### config.mk
export PLATFORM = sky130hd
export DESIGN_NAME = ks_add_arbiter
export DESIGN_NICKNAME = d
export VERILOG_FILES = /design/src/rtl/ks_add_arbiter_pkg.sv /design/src/rtl/KS_top.sv /design/src/rtl/ks_rr_arbiter.sv /design/src/rtl/ks_add_arbiter.sv
export SDC_FILE = /design/constraint.sdc
export NUM_CORES = 1
export LEC_CHECK = 0
export CORE_MARGIN = 2
export CORE_UTILIZATION = 52
export CTS_BUF_LIST = sky130_fd_sc_hd__clkbuf_4 sky130_fd_sc_hd__clkbuf_8
export DETAILED_ROUTE_END_ITERATION = 8
export PLACE_DENSITY_LB_ADDON = 0.3
export SYNTH_ARGS = -nofsm -noshare
export SYNTH_HDL_FRONTEND = slang
export SYNTH_SLANG_ARGS = --single-unit
### constraint.sdc
create_clock -name clk -period 4.4 [get_ports clk]
set_input_delay 1.32 -clock clk [delete_from_list [all_inputs] [get_ports clk]]
set_output_delay 1.32 -clock clk [all_outputs]
set_load 0.05 [all_outputs]
### src/rtl/ks_add_arbiter_pkg.sv
// Shared definitions for the Kogge-Stone add arbiter: FSM encoding, operand width
// and the saturation value used when KS_ARB_SAT_EN is defined.
package ks_add_arbiter_pkg;

  localparam int OPW = 16;
  localparam logic [OPW-1:0] SAT_VAL = 16'hFFFF;

  typedef enum logic [1:0] {
    ST_IDLE = 2'd0,
    ST_ADD  = 2'd1,
    ST_RESP = 2'd2
  } state_e;

  // Unsigned saturation: any carry-out pins the result at the maximum value.
  function automatic logic [OPW-1:0] sat_sum(input logic [OPW-1:0] sum, input logic carry);
    return carry ? SAT_VAL : sum;
  endfunction

endpackage

### src/rtl/KS_top.sv
// 16-bit Kogge-Stone parallel-prefix adder (no carry-in), shared by the arbiter.
module KS_top
  import ks_add_arbiter_pkg::*;
(
  input  logic [OPW-1:0] a_i,
  input  logic [OPW-1:0] b_i,
  output logic [OPW-1:0] sum_o,
  output logic           cout_o
);

  logic [OPW-1:0] p0_s;
  logic [OPW-1:0] gpre_s;

  assign p0_s = a_i ^ b_i;

  // Four prefix levels (span 1,2,4,8); after them gpre_s[i] is the carry out of bit i.
  always_comb begin
    logic [OPW-1:0] g_v;
    logic [OPW-1:0] p_v;
    g_v = a_i & b_i;
    p_v = p0_s;
    for (int l = 0; l < 4; l++) begin
      g_v = g_v | (p_v & (g_v << (1 << l)));
      p_v = p_v & (p_v << (1 << l));
    end
    gpre_s = g_v;
  end

  assign sum_o  = p0_s ^ {gpre_s[OPW-2:0], 1'b0};
  assign cout_o = gpre_s[OPW-1];

endmodule

### src/rtl/ks_rr_arbiter.sv
// Grant selector: round-robin search from ptr_i, or fixed priority (index 0 first)
// when mode_i is set. Output is one-hot, or zero when nothing is valid.
module ks_rr_arbiter #(
  parameter int NREQ = 2
) (
  input  logic [NREQ-1:0] valid_i,
  input  logic [1:0]      ptr_i,
  input  logic            mode_i,
  output logic [NREQ-1:0] grant_o
);

  // Walk the requesters in search order and grant the first valid one.
  always_comb begin
    logic found_v;
    int   idx_v;
    grant_o = '0;
    found_v = 1'b0;
    for (int off = 0; off < NREQ; off++) begin
      idx_v = (mode_i ? 0 : int'(ptr_i)) + off;
      if (idx_v >= NREQ) begin
        idx_v = idx_v - NREQ;
      end else begin
        idx_v = idx_v;
      end
      for (int i = 0; i < NREQ; i++) begin
        if (!found_v && (i == idx_v) && valid_i[i]) begin
          grant_o[i] = 1'b1;
          found_v    = 1'b1;
        end else begin
          found_v = found_v;
        end
      end
    end
  end

endmodule

### src/rtl/ks_add_arbiter.sv
// Arbitrates NREQ operand pairs onto one shared Kogge-Stone adder (IDLE/ADD/RESP).
// Optional macro KS_ARB_SAT_EN saturates rsp_sum to 16'hFFFF on carry-out.
module ks_add_arbiter
  import ks_add_arbiter_pkg::*;
#(
  parameter int NREQ      = 2,
  parameter int PRIO_MODE = 0
) (
  input  logic                clk,
  input  logic                rst,
  input  logic [NREQ-1:0]     req_valid,
  output logic [NREQ-1:0]     req_ready,
  input  logic [NREQ*OPW-1:0] req_a,
  input  logic [NREQ*OPW-1:0] req_b,
  output logic                rsp_valid,
  input  logic                rsp_ready,
  output logic [OPW-1:0]      rsp_sum,
  output logic                rsp_carry,
  output logic [1:0]          rsp_src
);

  state_e          state_q, state_d;
  logic [1:0]      ptr_q, ptr_d;
  logic [OPW-1:0]  op_a_q, op_b_q;
  logic [1:0]      src_q;
  logic            rsp_valid_q;
  logic [OPW-1:0]  rsp_sum_q;
  logic            rsp_carry_q;
  logic [1:0]      rsp_src_q;

  logic [NREQ-1:0] grant_s;
  logic [1:0]      grant_idx_s;
  logic [OPW-1:0]  sel_a_s, sel_b_s;
  logic            accept_s;
  logic            mode_s;
  logic [OPW-1:0]  ks_sum_s;
  logic            ks_cout_s;
  logic [OPW-1:0]  sum_res_s;

  assign mode_s = (PRIO_MODE == 1);

  ks_rr_arbiter #(.NREQ(NREQ)) u_arb (
    .valid_i (req_valid),
    .ptr_i   (ptr_q),
    .mode_i  (mode_s),
    .grant_o (grant_s)
  );

  KS_top u_add (
    .a_i    (op_a_q),
    .b_i    (op_b_q),
    .sum_o  (ks_sum_s),
    .cout_o (ks_cout_s)
  );

  // Encode the one-hot grant and mux the winner's operands.
  always_comb begin
    grant_idx_s = 2'd0;
    sel_a_s     = '0;
    sel_b_s     = '0;
    for (int i = 0; i < NREQ; i++) begin
      if (grant_s[i]) begin
        grant_idx_s = 2'(i);
        sel_a_s     = req_a[i*OPW +: OPW];
        sel_b_s     = req_b[i*OPW +: OPW];
      end else begin
        grant_idx_s = grant_idx_s;
      end
    end
  end

  // Next-state and accept decision; a new request is taken in IDLE or while a result drains.
  always_comb begin
    state_d  = state_q;
    accept_s = 1'b0;
    case (state_q)
      ST_IDLE: begin
        if (|req_valid) begin
          accept_s = 1'b1;
          state_d  = ST_ADD;
        end else begin
          state_d = ST_IDLE;
        end
      end
      ST_ADD: state_d = ST_RESP;
      ST_RESP: begin
        if (rsp_ready) begin
          accept_s = |req_valid;
          state_d  = (|req_valid) ? ST_ADD : ST_IDLE;
        end else begin
          state_d = ST_RESP;
        end
      end
      default: state_d = ST_IDLE;
    endcase
  end

  // Pointer advances past the granted requester; wraps at NREQ.
  always_comb begin
    if (accept_s) begin
      if (int'(grant_idx_s) == NREQ - 1) begin
        ptr_d = 2'd0;
      end else begin
        ptr_d = grant_idx_s + 2'd1;
      end
    end else begin
      ptr_d = ptr_q;
    end
  end

`ifdef KS_ARB_SAT_EN
  assign sum_res_s = sat_sum(ks_sum_s, ks_cout_s);
`else
  assign sum_res_s = ks_sum_s;
`endif

  assign req_ready = (accept_s && !rst) ? grant_s : '0;

  // FSM state register.
  always_ff @(posedge clk) begin
    if (rst) begin
      state_q <= ST_IDLE;
    end else begin
      state_q <= state_d;
    end
  end

  // Operand latch, pointer and response registers.
  always_ff @(posedge clk) begin
    if (rst) begin
      ptr_q       <= 2'd0;
      op_a_q      <= '0;
      op_b_q      <= '0;
      src_q       <= 2'd0;
      rsp_valid_q <= 1'b0;
      rsp_sum_q   <= '0;
      rsp_carry_q <= 1'b0;
      rsp_src_q   <= 2'd0;
    end else begin
      ptr_q <= ptr_d;
      if (accept_s) begin
        op_a_q <= sel_a_s;
        op_b_q <= sel_b_s;
        src_q  <= grant_idx_s;
      end
      if (state_q == ST_ADD) begin
        rsp_valid_q <= 1'b1;
        rsp_sum_q   <= sum_res_s;
        rsp_carry_q <= ks_cout_s;
        rsp_src_q   <= src_q;
      end else if ((state_q == ST_RESP) && rsp_ready) begin
        rsp_valid_q <= 1'b0;
      end
    end
  end

  assign rsp_valid = rsp_valid_q;
  assign rsp_sum   = rsp_sum_q;
  assign rsp_carry = rsp_carry_q;
  assign rsp_src   = rsp_src_q;

endmodule

# Yosys cells after proc, flatten, opt, wreduce, memory -nomap -nowiden
# Index checks and enable logic that the tools add are counted.
# Widths: inputs -> output; s select.
[totals]
register_bits = 58
in_bits = 69
output_inout_bits = 22
wordCells = 75
[classes]
addsub = 4
magnitude_cmp = 2
eq_ne = 5
muxes = 23
n_bitwise = 14
n_reduce_logical = 18
[ops]
columns = ["cell", "n"]
rows = [
  ["$and 16x16->16", 8],
  ["$eq 2x32->1 const A", 2],
  ["$logic_not 32->1", 2],
  ["$mux 16", 4],
  ["$mux 32", 2],
  ["$or 16x16->16", 4],
  ["$ge 32x3->1 const B", 1],
  ["$sub 32x3->32 const B", 1],
  ["$xor 16x16->16", 2],
  ["$mux 1", 12],
  ["$logic_and 1x1->1", 9],
  ["$mux 2", 3],
  ["$pmux 2 s3", 1],
  ["$eq 2x2->1 const B", 2],
  ["$logic_not 1->1", 4],
  ["$add 2x1->3 const B", 1],
  ["$sub 2x2->3 const B", 1],
  ["$add 2x1->2 const B", 1],
  ["$eq 2x1->1 const B", 1],
  ["$ge 2x2->1 const B", 1],
  ["$logic_not 2->1", 1],
  ["$pmux 1 s2", 1],
  ["$reduce_bool 2->1", 1],
  ["$reduce_or 2->1", 1],
]

# Longest topological paths before layout
[depth]
word_depth = 20
depth_mapped = 9
mapped_depth_nobuf = 9

# Hierarchy
# Synthesis repeated with hierarchy kept, for this count alone.
[unflattened]
hier_cells = 364
hier_area_um2 = 3443.3
[modules_own_cells]
columns = ["mod", "instances", "cells_each", "area_each_um2", "seq_area_each_um2"]
rows = [
  ["ks_add_arbiter", 1, 258, 2641.3, 1101.1],
  ["KS_top", 1, 102, 769.5, 0.0],
  ["ks_rr_arbiter", 1, 4, 32.5, 0.0],
]

# Worst setup path before layout
# Ideal clock, no wire load.
[synth_path]
path_kind = "input to output"
start = "in req_valid[0]"
end = "out req_ready[0]"
t_arrival_ns = 2.411
t_required_ns = 3.080
setup_slack_ns = 0.669
stages = 3
path_buffers = 1
path_cell_list = "a21boi_1 clkbuf_1 and2_1"
[synth_via]
elab_chain_cells = 11
word_cells_on_any_way = 16
classes_between = "mux: 7; reduce/logical: 9"
[synth_lines]
columns = ["item", "line", "text"]
rows = [
  ["from (decl)", "ks_add_arbiter.sv:11", "input logic [NREQ-1:0] req_valid,"],
  ["$logic_and 1x1->1", "ks_rr_arbiter.sv:26", "if (!found_v && (i == idx_v) && valid_i[i]) begin"],
  ["$mux 1", "ks_rr_arbiter.sv:26", ""],
  ["$logic_not 1->1", "ks_rr_arbiter.sv:26", ""],
  ["$logic_and 1x1->1 (2 in series)", "ks_rr_arbiter.sv:26", ""],
  ["$mux 1", "ks_rr_arbiter.sv:26", ""],
  ["$logic_not 1->1", "ks_rr_arbiter.sv:26", ""],
  ["$logic_and 1x1->1 (2 in series)", "ks_rr_arbiter.sv:26", ""],
  ["$mux 1", "ks_rr_arbiter.sv:26", ""],
  ["$mux 2 *", "ks_add_arbiter.sv:117", "assign req_ready = (accept_s && !rst) ? grant_s : '0;"],
  ["to (decl)", "ks_add_arbiter.sv:12", "output logic [NREQ-1:0] req_ready,"],
]
# Every way passes the cells marked *; elsewhere a longest branch is shown, timed or not.

# Worst setup path after layout
[layout_path]
start = "in rsp_ready"
end = "out req_ready[0]"
[layout_via]
elab_chain_cells = 4
[layout_lines]
columns = ["item", "line", "text"]
rows = [
  ["from (decl)", "ks_add_arbiter.sv:16", "input logic rsp_ready,"],
  ["$mux 1", "ks_add_arbiter.sv:87", "if (rsp_ready) begin"],
  ["$pmux 1 s2", "ks_add_arbiter.sv:76", "case (state_q)"],
  ["$logic_and 1x1->1", "ks_add_arbiter.sv:117", ""],
  ["$mux 2", "ks_add_arbiter.sv:117", ""],
]
# Every way passes these cells.

==> impl_metrics.yaml <==
outcome:
  status: "finished, final reports clean"
min_path:
  hold_class: "flip-flop to flip-flop"
clocking:
  cts_buffers: 5
  clk_path_buf_depth: 2
  post_cts_buffers: 0
  insertion_delay_ps: 310
  cts-root-buf: "clkbuf_8"
  clk_pin_slew_ps: 90
  cts_tree: "yes"
  cts_hold_buf: 0
  htree_levels: 2
  cts.sinks: 55
  cts.repair.resized: 0
setup_path:
  cp.required_ps: 3080
  path_cells: "clkdlybuf4s50_1 > inv_1 > a21oi_1 > o21ai_2 > nor2_1 > and2_1 > buf_12"
  start_kind: "input port"
  end_kind: "output pin"
  arrival_ps: 2670
  cp_slowest_cell: "clkdlybuf4s50_1"
  critical_path_class: "input port to output pin"
  critPathMaxFanout: 3
  critPathMaxStageDelay_ps: 500
sta:
  slew_headroom_pct: 42.8
  rsz0062_at_grt: "false"
  finalCriticalPeriod_ps: 3990
  setup_viol: 0
  hold_viol_final: 0
  setup_tns_ps: 0
  fmax_mhz: 250
  skew_ps: 7.28
  final_max_slew_viol_count: 0
  worst_pin_slew_ps: 854
  fin_hold_ws_ps: 458
  timing.final.crit_share_pct: 90.8
die:
  die_w_um: 78.1
  fp-row-count: 26
  initial_core_util_pct: 54.8
  die_h_um: 78.1
  ios: 91
  core_sq_um: 5200
  die_area_sq_um: 6100
yosys:
  synth_warnings: 0
  synth_edf_count: 0
  synthCells: 343
  async_flop_share_pct: 0
  synth_seq_cells: 55
  synth-seq-area-share_pct: 38.6
  syn_area_sq_um: 2850
  yosysUniqueCellTypes: 47
  avgSynthCellArea_sq_um: 8.32
  ys.flop_type: "dfxtp_1"
  syn_nets: 429
layout:
  nNetsFinal: 508
  final_area_sq_um: 3920
  area_growth_pct: 37.3
  nFillCells: 421
  drive_above_1_share_pct: 5.21
  seq_area_sq_um: 1100
  multi_input_area_sq_um: 1640
  num_antenna_cells: 0
power_and_ir_drop:
  p_int_uw: 923
  finalPower_uw: 1360
  vdd_drop_max_v: 0.000237
  combPwrFrac_pct: 33.4
  p_leak_uw: 0.00152
  power.density_nw_per_um2: 348
  seqPwrFrac_pct: 42.6
  clkPwrFrac_pct: 24.0
  netSwitchingPower_uw: 440
  swShare_pct: 32.3
placed_design:
  place_area_sq_um: 3810
  dp_hpwl_mm: 5.19
  io_buffers: 89
  gp_congestion: 0.974
drt:
  top_layer: "met4"
  routed-wl-met3_um: 533
  drc: 0
  num_vias: 2828
  wl_per_cell_um: 14.7
  drtIter0Drc: 138
  dr.pass1.iters: 4
  wl_mm: 7.22
  wl_met1_mm: 3.36
  postRouteAntennaNets: 0
  viasPerCell: 5.75
  met2_length_mm: 3.27
global_route:
  grt_max_degree: 58
  grtUsageTotal_pct: 24.2
  antenna_found_initial: 0
  grt_overflow_total: 0
  grt_pass1_wl_mm: 12.0
  grt_pass1_vias: 2658
job:
  max-cap-violations: 0
[sequential cells by signal, indices dropped and copies added (netlist names)]
register   cells
op_a_q        16
op_b_q        16
ptr_q          1
rsp_carry      1
rsp_src        1
rsp_sum       16
rsp_valid      1
src_q          1
state_q        2
[power by group through the flow]
stage / registers, uW / clock network (uW) / logic, uW
floorplan: 641 / 0 / 241
global placement: 589 / 0 / 441
detailed placement: 591 / 0 / 449
CTS: 580 / 330 / 454
global route: 587 / 354 / 497
finish: 580 / 327 / 456
[synth_stat cells, drive strengths merged, types with 2 or more instances]
library cell,count,area (sq um)
a211oi,8,60.1
and2,4,25.0
nand4,3,18.8
nand3b,4,30.0
o31ai,2,15.0
nand2,18,67.6
buf,2,12.5
o21ai,11,58.8
or4,3,22.5
o211ai,3,22.5
a31oi,3,18.8
nand3,6,30.0
xnor2,6,52.6
a221oi,32,280
clkbuf,21,78.8
ha,16,200
a21o,3,22.5
nor2,50,188
a21boi,2,15.0
dfxtp,55,1100
a21oi,23,119
a311oi,2,17.5
o21a,4,30.0
nand2b,2,12.5
nor3,34,170
inv,9,33.8
[cell usage in the layout, fill, tap and decap left out, drive strengths merged, types with 2 or more instances in the layout]
cell           instances
o21ai                 11
inv                    9
a211oi                 8
o21a                   4
a21o                   3
nand2b                 2
nor3                  34
a311oi                 2
a21oi                 23
a31oi                  3
nand3b                 4
a221oi                32
clkdlybuf4s50         86
o31ai                  2
o211ai                 3
ha                    16
clkbuf                 6
a21boi                 2
nand3                  6
buf                    9
xnor2                  6
and2                   4
nand4                  3
dfxtp                 55
nor2                  50
or4                    3
nand2                 18
[critical path: cells and delay by family]
family / cells / cell delay, ps
buffers and inverters: 3 / 710
AO/OA/AOI/OAI: 2 / 280
AND/OR/NAND/NOR: 2 / 360
[worst paths after layout]
kind / start / endpoint / slack (ps) / cells past startpoint
worst max register to register: op_a_q[0]$_SDFFE_PP0P_ / rsp_sum[14]$_SDFFE_PP0P_ / 1970 / 9
worst max-delay path: rsp_ready / req_ready[0] / 410 / 7
worst min-delay path: rsp_sum[0]$_SDFFE_PP0P_ / rsp_sum[0]$_SDFFE_PP0P_ / 460 / 2
worst min register to register: rsp_sum[0]$_SDFFE_PP0P_ / rsp_sum[0]$_SDFFE_PP0P_ / 460 / 2
[cell type report]
type / instances / area share [%]
Timing Repair Buffer: 95 / 24.3
Clock inverter: 1 / 0.766
Tap cell: 70 / 2.23
Clock buffer: 6 / 1.95
Inverter: 9 / 0.862
Multi-Input combinational cell: 256 / 41.8
Sequential cell: 55 / 28.1
[through the flow]
step / worst slack [ps] / instances / utilization (%)
2_1_floorplan: 669 / 343 / -
3_3_place_gp: 509 / 485 / 73.2
3_5_place_dp: 413 / 485 / 73.2
4_1_cts: 406 / 492 / 75.3
5_1_grt: 326 / 492 / 75.3
6_report: 406 / 492 / 75.3
[metal layers]
layer	up-vias	GRT usage (%)
met4	0	4.56
met5	-	0
met1	1273	32.6
met3	6	5.06
met2	111	40.7
li1	1438	-
[kinds of logic (layout without fill, tap and decap cells)]
logic type | Yosys count | in the layout | share of synthesized area (%)
AOI/OAI and AO/OA | 100 | 100 | 25.5
xor gates and xnor gates | 7 | 7 | 2.15
adders and majority gates | 17 | 17 | 7.72
buffers and inverters | 32 | 111 | 4.38
DFF | 55 | 55 | 38.6
muxes | 1 | 1 | 0.351
other | 1 | 1 | 0.131
and+or+nand+nor | 130 | 130 | 21.2
Power figures use the tool's default switching activity.
==> RTL change 1: new RTL, same flow settings <==
Set the parameter `PRIO_MODE` to 1 (it was 0).
--- a/src/rtl/ks_add_arbiter.sv
+++ b/src/rtl/ks_add_arbiter.sv
@@ -5,5 +5,5 @@
 #(
   parameter int NREQ      = 2,
-  parameter int PRIO_MODE = 0
+  parameter int PRIO_MODE = 1
 ) (
   input  logic                clk,
Check against the original RTL: not equivalent (Yosys sat finds a counterexample within 4 cycles, from zero or initial values and one cycle with rst high).
==> RTL change 1 against the original RTL <==
  * Global-route usage shrank 0.12 points
  * Synthesized cell count grew 19%
  * Routed wire length grew 6.9%
  * Critical path depth shrank 2
  * Final cell count grew 14%
  * Power shrank 3.6%
  * Synthesized area grew 7.9%
  * Sequential cell count shrank 1
  * Sequential share of layout area shrank 1.9 points
  * Setup slack lost 130 ps
  * Count of clock-buffer cells in the layout grew 1
  * Die area grew 7.5%
  * Cell area grew 5.2%
  * Critical path type unchanged
  * Largest cell class unchanged
==> RTL change 1: results (changes against the original RTL) <==
Parameter                              Value

Worst setup path
  Reg-to-reg endpoint    rsp_sum[11]
  Critical register-to-register path startpoint    state_q[0]
  Kind of cell with the highest combined delay on the critical path    simple AND/OR/NAND/NOR gates
  Worst R2R Path Depth    4 (-5)
  Crit path arrival time    2800 ps (+130 ps)
  Crit path max-delay cell type    sky130_fd_sc_hd__nor4_1
  Reg2Reg Setup Slack    2020 ps (+50 ps)

Logic synthesis
  Number of nets in the synthesized netlist    495 (+15%)
  Post-synthesis sequential area ratio    0.351 (-0.0347)
  Commonest cells in the synthesized netlist    sky130_fd_sc_hd__nor2_1, sky130_fd_sc_hd__dfxtp_1, sky130_fd_sc_hd__nand2_1
  Number of distinct library cell variants in the gate-level netlist after synthesis    53 (+13%)
  Largest cells by area after synthesis    sky130_fd_sc_hd__dfxtp_1, sky130_fd_sc_hd__nor2_1, sky130_fd_sc_hd__a211oi_1
  Average cell area after synthesis    7.53 um^2 (-9.5%)

Drt
  Routed metal-1 wire length    3720 um (+11%)
  Iteration-0 DRC count of the detailed router    133 (-3.6%)
  Per-cell via count in the routed design    5.53 (-3.7%)
  Met2 wire len    3550 um (+8.4%)
  Met3 WL post-DR    347 um (-35%)
  Overall routed net length    7720 um (+6.9%)

STA
  Headroom to the max-slew limit    0.402 (-0.0261)
  Hold Worst Slack    458 ps (+0.152 ps)
  Post-Route Skew    9.00 ps (+1.72 ps)

Place
  Cell Count Post-Placement    551 (+14%)
  Placer congestion estimate    0.907 (-6.9%)
  Final HPWL from detailed placement    5940 um (+15%)

GRT
  Wire length of the first global-routing pass    12,400 um (+4.0%)
  Maximum number of pins on one net before global-route repair    63 (+8.6%)
  Total GRT Usage    0.241 (-0.00124)
  Via count of the first global-routing pass    2,693 (+1.3%)

Finish
  Fill cell instance count of the final layout    515 (+22%)
  Final Net Count    569 (+12%)
  Final Non-Filler Cells    559 (+14%)
  Layout cells sized above 1    0.0496 (-0.00255)

Status
  Outcome    finished, final reports clean

Power and ir drop
  Cell leakage power    1.64 nW (+8.0%)
  Worst vdd rail ir drop    161 uV (-32%)

Worst hold path
  Worst hold path endpoint    rsp_sum[5]
  Startpoint of the worst hold path    rsp_sum[5]
## RTL change 1: cell count changes in the layout (fill, tap and decap cells not counted), sizes merged, moves of 4 or more
cell	delta
and3	+4
a211oi	+28
nor2	+27
nor3	-26
nand2	+33
a221oi	-30
a21oi	+27
a22oi	+4
## RTL change 1: cells by family (layout without fill, tap and decap cells)
family                     after synthesis  count (layout)  synth area share
AOI/OAI and AO/OA                      131             131             0.280
xor gates and xnor gates                 5               5            0.0142
adders and majority gates               17              17            0.0715
buffers and inverters                   33             108            0.0435
DFF                                     54              54             0.351
muxes                                    2               2           0.00650
other                                    1               1           0.00122
and+or+nand+nor                        166             166             0.232
## RTL change 1: stage by stage
stage               instance area, um^2  worst slack (ps)
floorplan                          3080               776
global placement                   4020               319
detailed placement                 4020               272
CTS                                4120               265
global route                       4120               180
finish                             4120               279
## RTL change 1: power by group
| part | leakage [nW] | internal (mW) | switching, mW | total (mW) |
|---|---|---|---|---|
| logic | 1.15 | 0.188 | 0.251 | 0.439 |
| clock network | 0.0544 | 0.145 | 0.160 | 0.304 |
| registers | 0.445 | 0.538 | 0.0318 | 0.570 |
| total | 1.64 | 0.871 | 0.442 | 1.31 |
## RTL change 1: routing by layer
metal | track usage | vias to the layer above
met5 | 0 | -
met4 | 0.0525 | 0
met3 | 0.0367 | 6
met2 | 0.393 | 83
met1 | 0.338 | 1394
li1 | - | 1611
## RTL change 1: layout make-up
type	instances	area, um^2	area share
Multi-Input combinational cell	322	1870	0.453
Sequential cell	54	1080	0.262
Timing Repair Buffer	94	951	0.231
Clock buffer	7	96.3	0.0234
Tap cell	75	93.8	0.0228
Inverter	6	22.5	0.00546
Clock inverter	1	8.76	0.00212
## RTL change 1: worst register-to-register path, stage by stage (launching register included)
cell and delay, ps:
sky130_fd_sc_hd__dfxtp_1 420, sky130_fd_sc_hd__nor2b_1 740, sky130_fd_sc_hd__nand2_1 450, sky130_fd_sc_hd__or4_1 610, sky130_fd_sc_hd__nand3_1 100
## RTL change 1: worst max path at each step
stage / end / from / cells past startpoint
2_1_floorplan: req_ready[1] / req_valid[1] / 3
3_3_place_gp: req_ready[1] / rsp_ready / 5
3_5_place_dp: req_ready[1] / rsp_ready / 5
4_1_cts: req_ready[1] / rsp_ready / 5
5_1_grt: req_ready[0] / rsp_ready / 5
6_report: req_ready[1] / rsp_ready / 5
==> RTL change 2: new RTL, config.mk and constraints unchanged <==
Made on the original files. Encoding of `state_e`: now one-hot (3 bits for 3 states).
--- a/src/rtl/ks_add_arbiter_pkg.sv
+++ b/src/rtl/ks_add_arbiter_pkg.sv
@@ -6,8 +6,8 @@
   localparam logic [OPW-1:0] SAT_VAL = 16'hFFFF;
 
-  typedef enum logic [1:0] {
-    ST_IDLE = 2'd0,
-    ST_ADD  = 2'd1,
-    ST_RESP = 2'd2
+  typedef enum logic [2:0] {
+    ST_IDLE = 3'b001,
+    ST_ADD  = 3'b010,
+    ST_RESP = 3'b100
   } state_e;
 
Function: same outputs for any inputs over 4 cycles, from zero or initial values and one cycle with rst high; so few cycles prove little.
==> RTL change 2 against the original RTL <==
  * Synthesized area rose by 9.8%
  * Routed wire length rose by 6.8%
  * Cell area rose by 6.4%
  * Via count rose by 2.2%
  * Count of clock-buffer cells in the layout fell by 1
  * Setup slack got worse by 220 ps
  * Sequential power rose by 3.8%
  * Register-to-register slack got worse by 20 ps
  * Sequential cell count rose by 1
  * Power rose by 4.8%
  * First-iteration DRC count rose by 49%
  * Combinational power rose by 6.8%
  * Critical path depth fell by 1
  * Largest power group unchanged
==> RTL change 2: results (changes against the original RTL) <==
Parameter                              Value

Finish
  Count of plain and timing-repair buffers    94 (-1.1%)
  Multi-input combinational area share    0.449 (+0.0312)
  Fill cell instance count of the final layout    496 (+18%)
  Layout cells sized above 1    0.117 (+0.0644)
  Final Net Count    514 (+1.2%)
  Count of inverters not on the clock network in the layout    7 (-2)
  Multi-input gates    264 (+3.1%)
  Non-clock buffering overhead    0.226 (-0.0164)
  Flip-flop and latch area    1120 um^2 (+1.8%)
  Clock-cell share of area    0.0267 (-0.000437)

Worst setup path
  Critical register-to-register path startpoint    op_b_q[0]
  Highest net fanout along the worst path    3 (unchanged)
  Reg-to-reg endpoint    rsp_sum[10]
  Crit path arrival time    2890 ps (+220 ps)
  Reg2Reg Setup Slack    1950 ps (-20 ps)

Clock tree
  Num CTS Buffers    5 (unchanged)
  TritonCTS Sinks    56 (+1.8%)
  Clock Tree Root    sky130_fd_sc_hd__clkbuf_8
  Number of buffers added for setup after CTS    0 (unchanged)

GRT
  Total GRT Usage    0.240 (-0.00219)
  Via count of the first global-routing pass    2,636 (-0.83%)
  Wire length of the first global-routing pass    12,300 um (+2.9%)
  Maximum number of pins on one net before global-route repair    53 (-8.6%)

Logic synthesis
  Commonest cells in the synthesized netlist    sky130_fd_sc_hd__dfxtp_1, sky130_fd_sc_hd__nor2_1, sky130_fd_sc_hd__a22oi_1
  Largest cells by area after synthesis    sky130_fd_sc_hd__dfxtp_1, sky130_fd_sc_hd__a22oi_1, sky130_fd_sc_hd__a211oi_2
  Post-synthesis sequential area ratio    0.358 (-0.0280)
  Number of nets in the synthesized netlist    437 (+1.9%)
  Number of distinct library cell variants in the gate-level netlist after synthesis    56 (+19%)
  Count of yosys warnings during synthesis    0 (unchanged)

Worst hold path
  Startpoint of the worst hold path    rsp_sum[7]
  Worst hold path endpoint    rsp_sum[7]

STA
  Headroom to the max-slew limit    0.444 (+0.0156)
  Post-Route Skew    4.24 ps (-3.04 ps)

Drt
  Iteration-0 DRC count of the detailed router    206 (+49%)
  Total via count after detailed routing    2,889 (+2.2%)
  Final routed wire length divided by cell count    15.3 um (+4.2%)

Place
  Placer congestion estimate    0.876 (-10%)
  Final HPWL from detailed placement    5730 um (+10%)

Status
  Outcome    finished, final reports clean

Power and ir drop
  Cell leakage power    1.56 nW (+2.5%)
  Worst vdd rail ir drop    156 uV (-34%)
[RTL change 2: report_power, final]
| group | total [mW] | internal, mW | switching, mW |
|---|---|---|---|
| Clock | 0.339 | 0.169 | 0.170 |
| Combinational | 0.487 | 0.214 | 0.273 |
| Sequential | 0.602 | 0.562 | 0.0395 |
| Total | 1.43 | 0.945 | 0.482 |
[RTL change 2: cell families (layout without fill, tap and decap cells)]
kind of cell    after synthesis  after routing  synth area share
fa+ha+maj                    17             17            0.0703
xor+xnor                      8              8            0.0224
compound gates              131            131             0.338
simple gates                104            104             0.151
other cells                   1              1           0.00120
flops                        56             56             0.358
buf+inv                      31            109            0.0483
mux                           3              3            0.0104
[RTL change 2: metrics by stage]
stage | setup WS, ps | instances | instance area (um^2) | total power [mW] | hold WS, ps
floorplan | 660 | 351 | 3130 | 0.944 | 429
finish | 189 | 504 | 4170 | 1.43 | 458
CTS | 173 | 504 | 4170 | 1.43 | 460
detailed placement | 178 | 496 | 4060 | 1.09 | 446
global placement | 225 | 496 | 4060 | 1.07 | 437
global route | 63.3 | 504 | 4170 | 1.51 | 475
[RTL change 2: how the worst max path moves through the flow]
stage / slack, ps / from / cells after the start / to
final: 190 / rsp_ready / 6 / req_ready[1]
after global routing: 60 / rsp_ready / 6 / req_ready[1]
after global placement: 220 / rsp_ready / 6 / req_ready[0]
after floorplan: 660 / req_valid[0] / 3 / req_ready[0]
after CTS: 170 / rsp_ready / 6 / req_ready[1]
after detailed placement: 180 / rsp_ready / 6 / req_ready[1]
[RTL change 2: layer usage]
layer	track usage	share of wire	vias to the layer above
li1	-	-	1457
met1	0.333	0.46	1324
met2	0.384	0.47	104
met3	0.0473	0.064	4
met4	0.0600	0.0058	0
met5	0	0	-
